==> config.mk <==
export PLATFORM = sky130hd
export DESIGN_NAME = uart_tx_port
export DESIGN_NICKNAME = d
export VERILOG_FILES = /design/src/rtl/uart_tx_port.sv
export SDC_FILE = /design/constraint.sdc
export NUM_CORES = 1
export LEC_CHECK = 0
export CAP_MARGIN = 20
export CORE_MARGIN = 2
export CORE_UTILIZATION = 56
export CTS_CLUSTER_DIAMETER = 60
export DETAILED_ROUTE_END_ITERATION = 10
export PLACE_DENSITY = 0.85
export SYNTH_ARGS = -nofsm -noshare
export SYNTH_HDL_FRONTEND = slang
export SYNTH_SLANG_ARGS = --single-unit
export TNS_END_PERCENT = 20
==> constraint.sdc <==
create_clock -name clock -period 6.6 [get_ports clock]
set_input_delay 0.66 -clock clock [delete_from_list [all_inputs] [get_ports clock]]
set_output_delay 0.66 -clock clock [all_outputs]
set_load 0.02 [all_outputs]
==> src/rtl/uart_tx_port.sv <==
// rtl/uart_tx_port.sv - memory-mapped 8N1 UART transmitter with transmit FIFO
module uart_tx_port #(
  parameter int          BAUD_DIV  = 434,
  parameter int          DEPTH     = 8,
  parameter logic [31:0] DATA_ADDR = 32'h0000_0404,
  parameter logic [31:0] STAT_ADDR = 32'h0000_0408,
  parameter logic [31:0] CTRL_ADDR = 32'h0000_0410
) (
  input  logic        clock,
  input  logic        reset_n,
  input  logic [31:0] access_addr,
  input  logic [31:0] w_data,
  input  logic        w_en,
  output logic [31:0] r_data,
  output logic        tx,
  output logic        int_req
);

  localparam int          AW           = (DEPTH > 1) ? $clog2(DEPTH) : 1;
  localparam logic [15:0] LP_BAUD_LAST = 16'(BAUD_DIV - 1);
  localparam logic [4:0]  LP_DEPTH     = 5'(DEPTH);

  localparam logic [1:0] S_IDLE  = 2'd0;
  localparam logic [1:0] S_START = 2'd1;
  localparam logic [1:0] S_DATA  = 2'd2;
  localparam logic [1:0] S_STOP  = 2'd3;

  logic [7:0]    r_mem [DEPTH];
  logic [AW-1:0] r_wr_ptr;
  logic [AW-1:0] r_rd_ptr;
  logic [4:0]    r_count;
  logic          r_ovf;
  logic          r_ie;
  logic [1:0]    r_state;
  logic [7:0]    r_shift;
  logic [15:0]   r_baud;
  logic [2:0]    r_bit;
  logic          r_tx;
  logic          r_int_req;

  logic          w_empty;
  logic          w_full;
  logic          w_busy;
  logic          w_bit_end;
  logic          w_pop;
  logic          w_push_req;
  logic          w_push;
  logic          w_ovf_set;
  logic          w_ovf_clr;
  logic [7:0]    w_head;
  logic          w_unused_data;

  assign w_empty    = (r_count == 5'd0);
  assign w_full     = (r_count == LP_DEPTH);
  assign w_busy     = (r_state != S_IDLE) || !w_empty;
  assign w_bit_end  = (r_baud == LP_BAUD_LAST);
  assign w_head     = r_mem[r_rd_ptr];

  // The serializer takes a byte when leaving IDLE or at the end of a stop bit.
  assign w_pop      = !w_empty &&
                      ((r_state == S_IDLE) || ((r_state == S_STOP) && w_bit_end));

  // A full FIFO still accepts a byte when the serializer frees a slot this cycle.
  assign w_push_req = w_en && (access_addr == DATA_ADDR);
  assign w_push     = w_push_req && (!w_full || w_pop);
  assign w_ovf_set  = w_push_req && w_full && !w_pop;
  assign w_ovf_clr  = w_en && (access_addr == STAT_ADDR) && w_data[3];

  // Only the low byte of a data store is transmitted.
  assign w_unused_data = ^w_data[31:8];

  assign tx      = r_tx;
  assign int_req = r_int_req;

  // FIFO storage; contents are don't-care until written, so no reset.
  always_ff @(posedge clock) begin
    if (w_push) begin
      r_mem[r_wr_ptr] <= w_data[7:0];
    end
  end

  // FIFO pointers and occupancy count.
  always_ff @(posedge clock or negedge reset_n) begin
    if (!reset_n) begin
      r_wr_ptr <= '0;
      r_rd_ptr <= '0;
      r_count  <= 5'd0;
    end else begin
      if (w_push) begin
        r_wr_ptr <= r_wr_ptr + AW'(1);
      end
      if (w_pop) begin
        r_rd_ptr <= r_rd_ptr + AW'(1);
      end
      case ({w_push, w_pop})
        2'b10:   r_count <= r_count + 5'd1;
        2'b01:   r_count <= r_count - 5'd1;
        default: r_count <= r_count;
      endcase
    end
  end

  // Sticky overflow flag (a new overflow wins over a clear) and interrupt enable.
  always_ff @(posedge clock or negedge reset_n) begin
    if (!reset_n) begin
      r_ovf <= 1'b0;
      r_ie  <= 1'b0;
    end else begin
      if (w_ovf_set) begin
        r_ovf <= 1'b1;
      end else if (w_ovf_clr) begin
        r_ovf <= 1'b0;
      end
      if (w_en && (access_addr == CTRL_ADDR)) begin
        r_ie <= w_data[0];
      end
    end
  end

  // Serializer FSM: baud timing, bit index and shift register.
  always_ff @(posedge clock or negedge reset_n) begin
    if (!reset_n) begin
      r_state <= S_IDLE;
      r_shift <= 8'd0;
      r_baud  <= 16'd0;
      r_bit   <= 3'd0;
    end else begin
      if (r_state != S_IDLE) begin
        r_baud <= w_bit_end ? 16'd0 : r_baud + 16'd1;
      end
      case (r_state)
        S_IDLE: begin
          if (w_pop) begin
            r_shift <= w_head;
            r_baud  <= 16'd0;
            r_bit   <= 3'd0;
            r_state <= S_START;
          end
        end
        S_START: begin
          if (w_bit_end) begin
            r_state <= S_DATA;
          end
        end
        S_DATA: begin
          if (w_bit_end) begin
            r_shift <= {1'b0, r_shift[7:1]};
            if (r_bit == 3'd7) begin
              r_state <= S_STOP;
            end else begin
              r_bit <= r_bit + 3'd1;
            end
          end
        end
        default: begin
          if (w_bit_end) begin
            if (w_pop) begin
              r_shift <= w_head;
              r_bit   <= 3'd0;
              r_state <= S_START;
            end else begin
              r_state <= S_IDLE;
            end
          end
        end
      endcase
    end
  end

  // Line driver: registered from the current state, so tx trails the FSM by one clock.
  always_ff @(posedge clock or negedge reset_n) begin
    if (!reset_n) begin
      r_tx <= 1'b1;
    end else begin
      case (r_state)
        S_START: r_tx <= 1'b0;
        S_DATA:  r_tx <= r_shift[0];
        default: r_tx <= 1'b1;
      endcase
    end
  end

  // Level interrupt: transmitter fully drained while enabled.
  always_ff @(posedge clock or negedge reset_n) begin
    if (!reset_n) begin
      r_int_req <= 1'b0;
    end else begin
      r_int_req <= r_ie && w_empty && (r_state == S_IDLE);
    end
  end

  // Register read mux; reads never change state.
  always_comb begin
    r_data = 32'd0;
    if (access_addr == STAT_ADDR) begin
      r_data = {23'd0, r_count, r_ovf, w_empty, w_full, w_busy};
    end else if (access_addr == CTRL_ADDR) begin
      r_data = {31'd0, r_ie};
    end
  end

endmodule

# --- Word-level counts from Yosys, hierarchy flattened ---
# Memory sizes are Yosys's and may differ from the RTL's.
# Cells that the tools add are included.
classes:
  add_sub_neg: 6
  n_reduce_logical: 26
  n_mux: 28
  eq_ne: 16
  bitwise_logic: 1
ops:
  columns: ["op", "count"]
  rows:
  - ["equality test 32 x 11 -> 1 bit, second input constant", 3]
  - ["two-way mux 16 bit", 4]
  - ["two-way mux 8 bit", 3]
  - ["case mux 8 bit (3 select lines)", 1]
  - ["adder 16 x 1 -> 16 bit, second input constant", 1]
  - ["equality test 16 x 9 -> 1 bit, second input constant", 1]
  - ["two-way mux 3 bit", 4]
  - ["logical AND 1 bit", 11]
  - ["two-way mux 2 bit", 5]
  - ["inequality test 2 bit, second input constant", 5]
  - ["case mux 5 bit (2 select lines)", 1]
  - ["adder 3 x 1 -> 3 bit, second input constant", 3]
  - ["two-way mux 9 bit", 1]
  - ["case mux 3 bit (3 select lines)", 1]
  - ["nonzero test 2 bit", 4]
  - ["equality test 2 bit, second input constant", 3]
  - ["two-way mux 1 bit", 6]
  - ["case mux 2 bit (3 select lines)", 1]
  - ["adder 5 x 1 -> 5 bit, second input constant", 1]
  - ["equality test 5 x 4 -> 1 bit, second input constant", 1]
  - ["logical NOT 5 bit", 1]
  - ["AND reduction 5 bit", 1]
  - ["subtractor 5 x 1 -> 5 bit, second input constant", 1]
  - ["equality test 2 x 1 -> 1 bit, second input constant", 2]
  - ["other kinds (8)", 12]
word_totals:
  output_inout_bits: 34
  in_bits: 67
  ramBits: 64
  wordCells: 89
  regBits: 44
  memories: 1
mem_list:
  columns: ["name", "depth", "word_bits", "read_ports", "rd_clocked_by_memory_dff", "wr", "line_no", "source"]
  rows:
  - ["r_mem", 8, 8, 1, 0, 1, "28", "logic [7:0] r_mem [DEPTH];"]

# --- Logic depth before layout (Yosys ltp) ---
depth:
  ltp_word: 8
  ltp_mapped: 13
  mapped_depth_nobuf: 13

# --- Least setup slack after synthesis ---
# OpenSTA, ideal clock, no wires.
synth_timing:
  path_type: "input-to-reg"
  from: "in access_addr[9]"
  to: "mem r_mem[2][0], enable pin"
  path_slack_ns: 3.329
  t_arrival_ns: 2.873
  path_buffers: 0
  required_ns: 6.202
  path_stages: 5
  setup_ns: 0.398
  cell_sequence: "nor4b_1 -> nand4_1 -> nor3_2 -> nand2_1 -> nor4b_1"
synth_via:
  elab_chain_len: 5
synth_rtl:
  columns: ["item", "line_no", "source"]
  rows:
  - ["from (decl)", "11", "input logic [31:0] access_addr,"]
  - ["equality test 32 x 11 -> 1 bit", "64", "assign w_push_req = w_en && (access_addr == DATA_ADDR);"]
  - ["logical AND 1 bit", "64", null]
  - ["logical AND 1 bit", "65", "assign w_push = w_push_req && (!w_full || w_pop);"]
  - ["two-way mux 1 bit", "77", "if (w_push) begin"]
  - ["two-way mux 1 bit (not written as such)", "78", "r_mem[r_wr_ptr] <= w_data[7:0];"]
  - ["to (decl)", "28", null]
# No other way between the ends.

# --- Worst setup path in the final report ---
layout_timing:
  from: "in access_addr[1]"
  to: "out r_data[1]"
layout_via:
  elab_chain_len: 2
layout_rtl:
  columns: ["item", "line_no", "source"]
  rows:
  - ["equality test 32 x 11 -> 1 bit", "195", "if (access_addr == STAT_ADDR) begin"]
  - ["two-way mux 9 bit", "195", null]
  - ["to (decl)", "14", "output logic [31:0] r_data,"]
# No other way between the ends.

==> metrics <==
Reg power frac 0.623; io pins roughly 100; post-CTS setup buffer count 0; xor-xnor portion of the synthesized cell area 0.01636; Critical Path AT around 3300 ps; Resized cells post-CTS 0; Final nets 550; RSZ-0062 raised after global routing false; Clock power frac 0.333; slew margin rel. 0.3929; NetSw around 0.26 mW; remaining antenna violation count 0; row count 35; first drt pass iteration count 4; Avg Synthesized Cell Area 13.12 um^2; Vias 3424; Die X 101.8 um; Post-synth EDFFs 64; global-route track usage on met2 0.3765; Synth top area share 0.3590; ys flop type edfxtp_1; Max VDD drop between 0.00015 and 0.0002 V; Overall Global Routing Usage 0.2152; Tightest Pin Transition about 900 ps; Clk Latency, worst-skew pair 380 ps; Setup-failing EPs final 0; placed cells between 500 and 600; GR Util met3 0.04141; Seq. cell area ~0.003 mm^2; Place WS roughly 2600 ps; fin. max-slew vios 0; Top Usage Layer GRT met2; Comb pwr share 0.044; Clock Skew 11.35 ps; Design Power between 1 and 1.5 mW; Clock Tree Buf Depth 2; Compound-Gate Fraction of Synth Area 0.06755; Num CTS Buffers 9; max frequency about 250 MHz; DR WL/cell 16.88 um; Worst-path clk slew about 100 ps; Clock H-tree levels 3; initial antenna violation count 0; area of the multi-input gates 0.002131 mm^2; Die Ht 101.8 um; Hold Crit Class in2async; Worst Path Buf+Inv 2; CP Capture Type primary output; Placer Congestion 0.8619; register area share after synthesis 0.5650; Starting Density 0.5793; YS warnings 0; Synth Area in Simple Gates 0.1374; clock sinks approximately 110; most common cell in the netlist edfxtp_1; fin worst setup slack approximately 2700 ps; Antenna diodes 0; first-pass GRT wire length roughly 17 mm; largest net degree at the start of global routing 45; Worst EP required about 6000 ps; Async S/R FF share, synth 0.4074; mux cell area share after synthesis 0.1241; final hold violation count 0; Synth area leaders edfxtp_1, dfrtp_1, mux4_2, ha_1, buf_4; non-filler instance count after layout around 600; CP max FO 9; Max Cap Violations 0; mapped cell area between 0.005 and 0.006 mm^2; post-synthesis adder-cell area fraction 0.03647; Worst path top cell family by delay simple AND/OR/NAND/NOR gates; Mapped Cells roughly 410; Sw Share 0.2284; CTS Hold Bufs 0; Pint a little under 0.9 mW; core region area around 0.009 mm^2; CTS tree done; Port-buffer cells 53; total negative slack 0 ps; root buf cell clkbuf_8; Yosys reg bits 108; DRT Wirelength 10.16 mm; largest family of logic cells by synthesized area simple AND/OR/NAND/NOR gates; Hold Slack 97.32 ps; ratio of cells with drive above 1 in the final layout 0.1332; Period minus WS final a little under 4000 ps; vias in the first global route ~3400; filler instances 637; Yosys cell types 55; Overflow after GRT 0; vias per cell roughly 5.7; pwr dens 185.9 mW/mm^2; cell leakage power roughly 2.3 nW; ratio of final minimum period to clock period 0.5960; cells along the critical path clkdlybuf4s50_1, nor4_1, nand4_1, nor4_1, and3_1, clkdlybuf4s50_1; met1 Use GR 0.2714; DPL Wire Length a little over 7 mm; DIE AREA roughly 0.010 mm^2; Setup CP Type in2out; synth cell count leaders edfxtp_1, dfrtp_1, nand2_1, buf_4, o21ai_1; kind of start point of the critical path primary input; Area Growth Syn to Fin 15.40%; status complete, no violations; # DRC 0; Crit-path slowest cell nor4_1; Synth area leader edfxtp_1; Initial DRC Count ~180; biggest cell delay along the critical path approximately 820 ps
worst reg2reg max path: stages (launching register included):
cell,delay [ps]
dfrtp_1,420
inv_1,90
ha_1,160
or4b_1,500
nor4_4,400
o22a_1,260
nand2b_1,100
inv_1,110
ha_1,270
nor2b_1,140
o21ai_0,150
nand2b_1,130
o31a_1,260
a221oi_1,240
power groups by stage:
stage | combinational (mW) | sequential, mW | clock [mW]
5_1_grt | 0.0548 | 0.716 | 0.412
3_3_place_gp | 0.0479 | 0.730 | 0
6_report | 0.0503 | 0.716 | 0.382
3_5_place_dp | 0.0489 | 0.730 | 0
4_1_cts | 0.0491 | 0.716 | 0.390
2_1_floorplan | 0.0238 | 0.731 | 0
flip-flops by register name (all words and copies together), names as in the netlist:
signal / count
r_bit: 3
r_baud: 16
int_req: 1
r_ovf: 1
r_wr_ptr: 3
r_shift: 8
r_state: 2
r_count: 5
r_rd_ptr: 3
r_ie: 1
tx: 1
r_mem: 64
worst paths after layout:
| path | from | to | slack [ps] | cells past startpoint |
|---|---|---|---|---|
| min in group clock | r_ovf | r_ovf | 520 | 1 |
| max in group asynchronous | reset_n | tx | 5990 | 2 |
| setup reg to reg | r_baud[1] | r_count[4] | 3280 | 13 |
| setup / recovery | access_addr[1] | r_data[1] | 2670 | 6 |
| hold / removal | reset_n | r_baud[4] | 100 | 1 |
| hold reg to reg | r_ovf | r_ovf | 520 | 1 |
cells in the final DEF (no fill, tap or decap), types with 11 or more instances in the layout:
| cell type | netlist | routed |
|---|---|---|
| and2_1 | 11 | 11 |
| clkdlybuf4s50_1 | 0 | 52 |
| conb_1 | 1 | 23 |
| dfrtp_1 | 43 | 43 |
| edfxtp_1 | 64 | 64 |
| ha_1 | 14 | 14 |
| inv_1 | 11 | 11 |
| mux4_2 | 16 | 16 |
| nand2_1 | 30 | 30 |
| nor2_1 | 15 | 15 |
| nor3_1 | 14 | 14 |
| o21ai_1 | 20 | 20 |
routing by layer:
metal,vias up,wire (um),share of wire
li1,1606,-,-
met1,1712,4288,0.42
met2,87,5310,0.52
met3,19,386,0.038
met4,0,178,0.018
met5,-,0,0
through the flow:
step | util | cell area, um^2
finish | 0.6685 | 6177
global route | 0.6685 | 6177
CTS | 0.6639 | 6135
detailed placement | 0.6436 | 5947
global placement | 0.6436 | 5947
floorplan | - | 5435
layout make-up:
class | instances | area share
clock buffers | 9 | 0.02005
clock inverters | 7 | 0.01033
inverters | 12 | 0.007292
multi-input cells | 273 | 0.3449
flip-flops and latches | 108 | 0.4896
well taps | 129 | 0.02613
repair buffers | 64 | 0.1017
logic make-up (layout without fill, tap and decap cells):
| logic type | after synthesis | after routing |
|---|---|---|
| mux | 40 | 40 |
| fa+ha+maj | 15 | 15 |
| other cells | 1 | 23 |
| simple gates | 129 | 129 |
| buf+inv | 49 | 92 |
| flops | 108 | 108 |
| xor+xnor | 10 | 10 |
| compound gates | 56 | 56 |
Power figures use the tool's default switching activity.
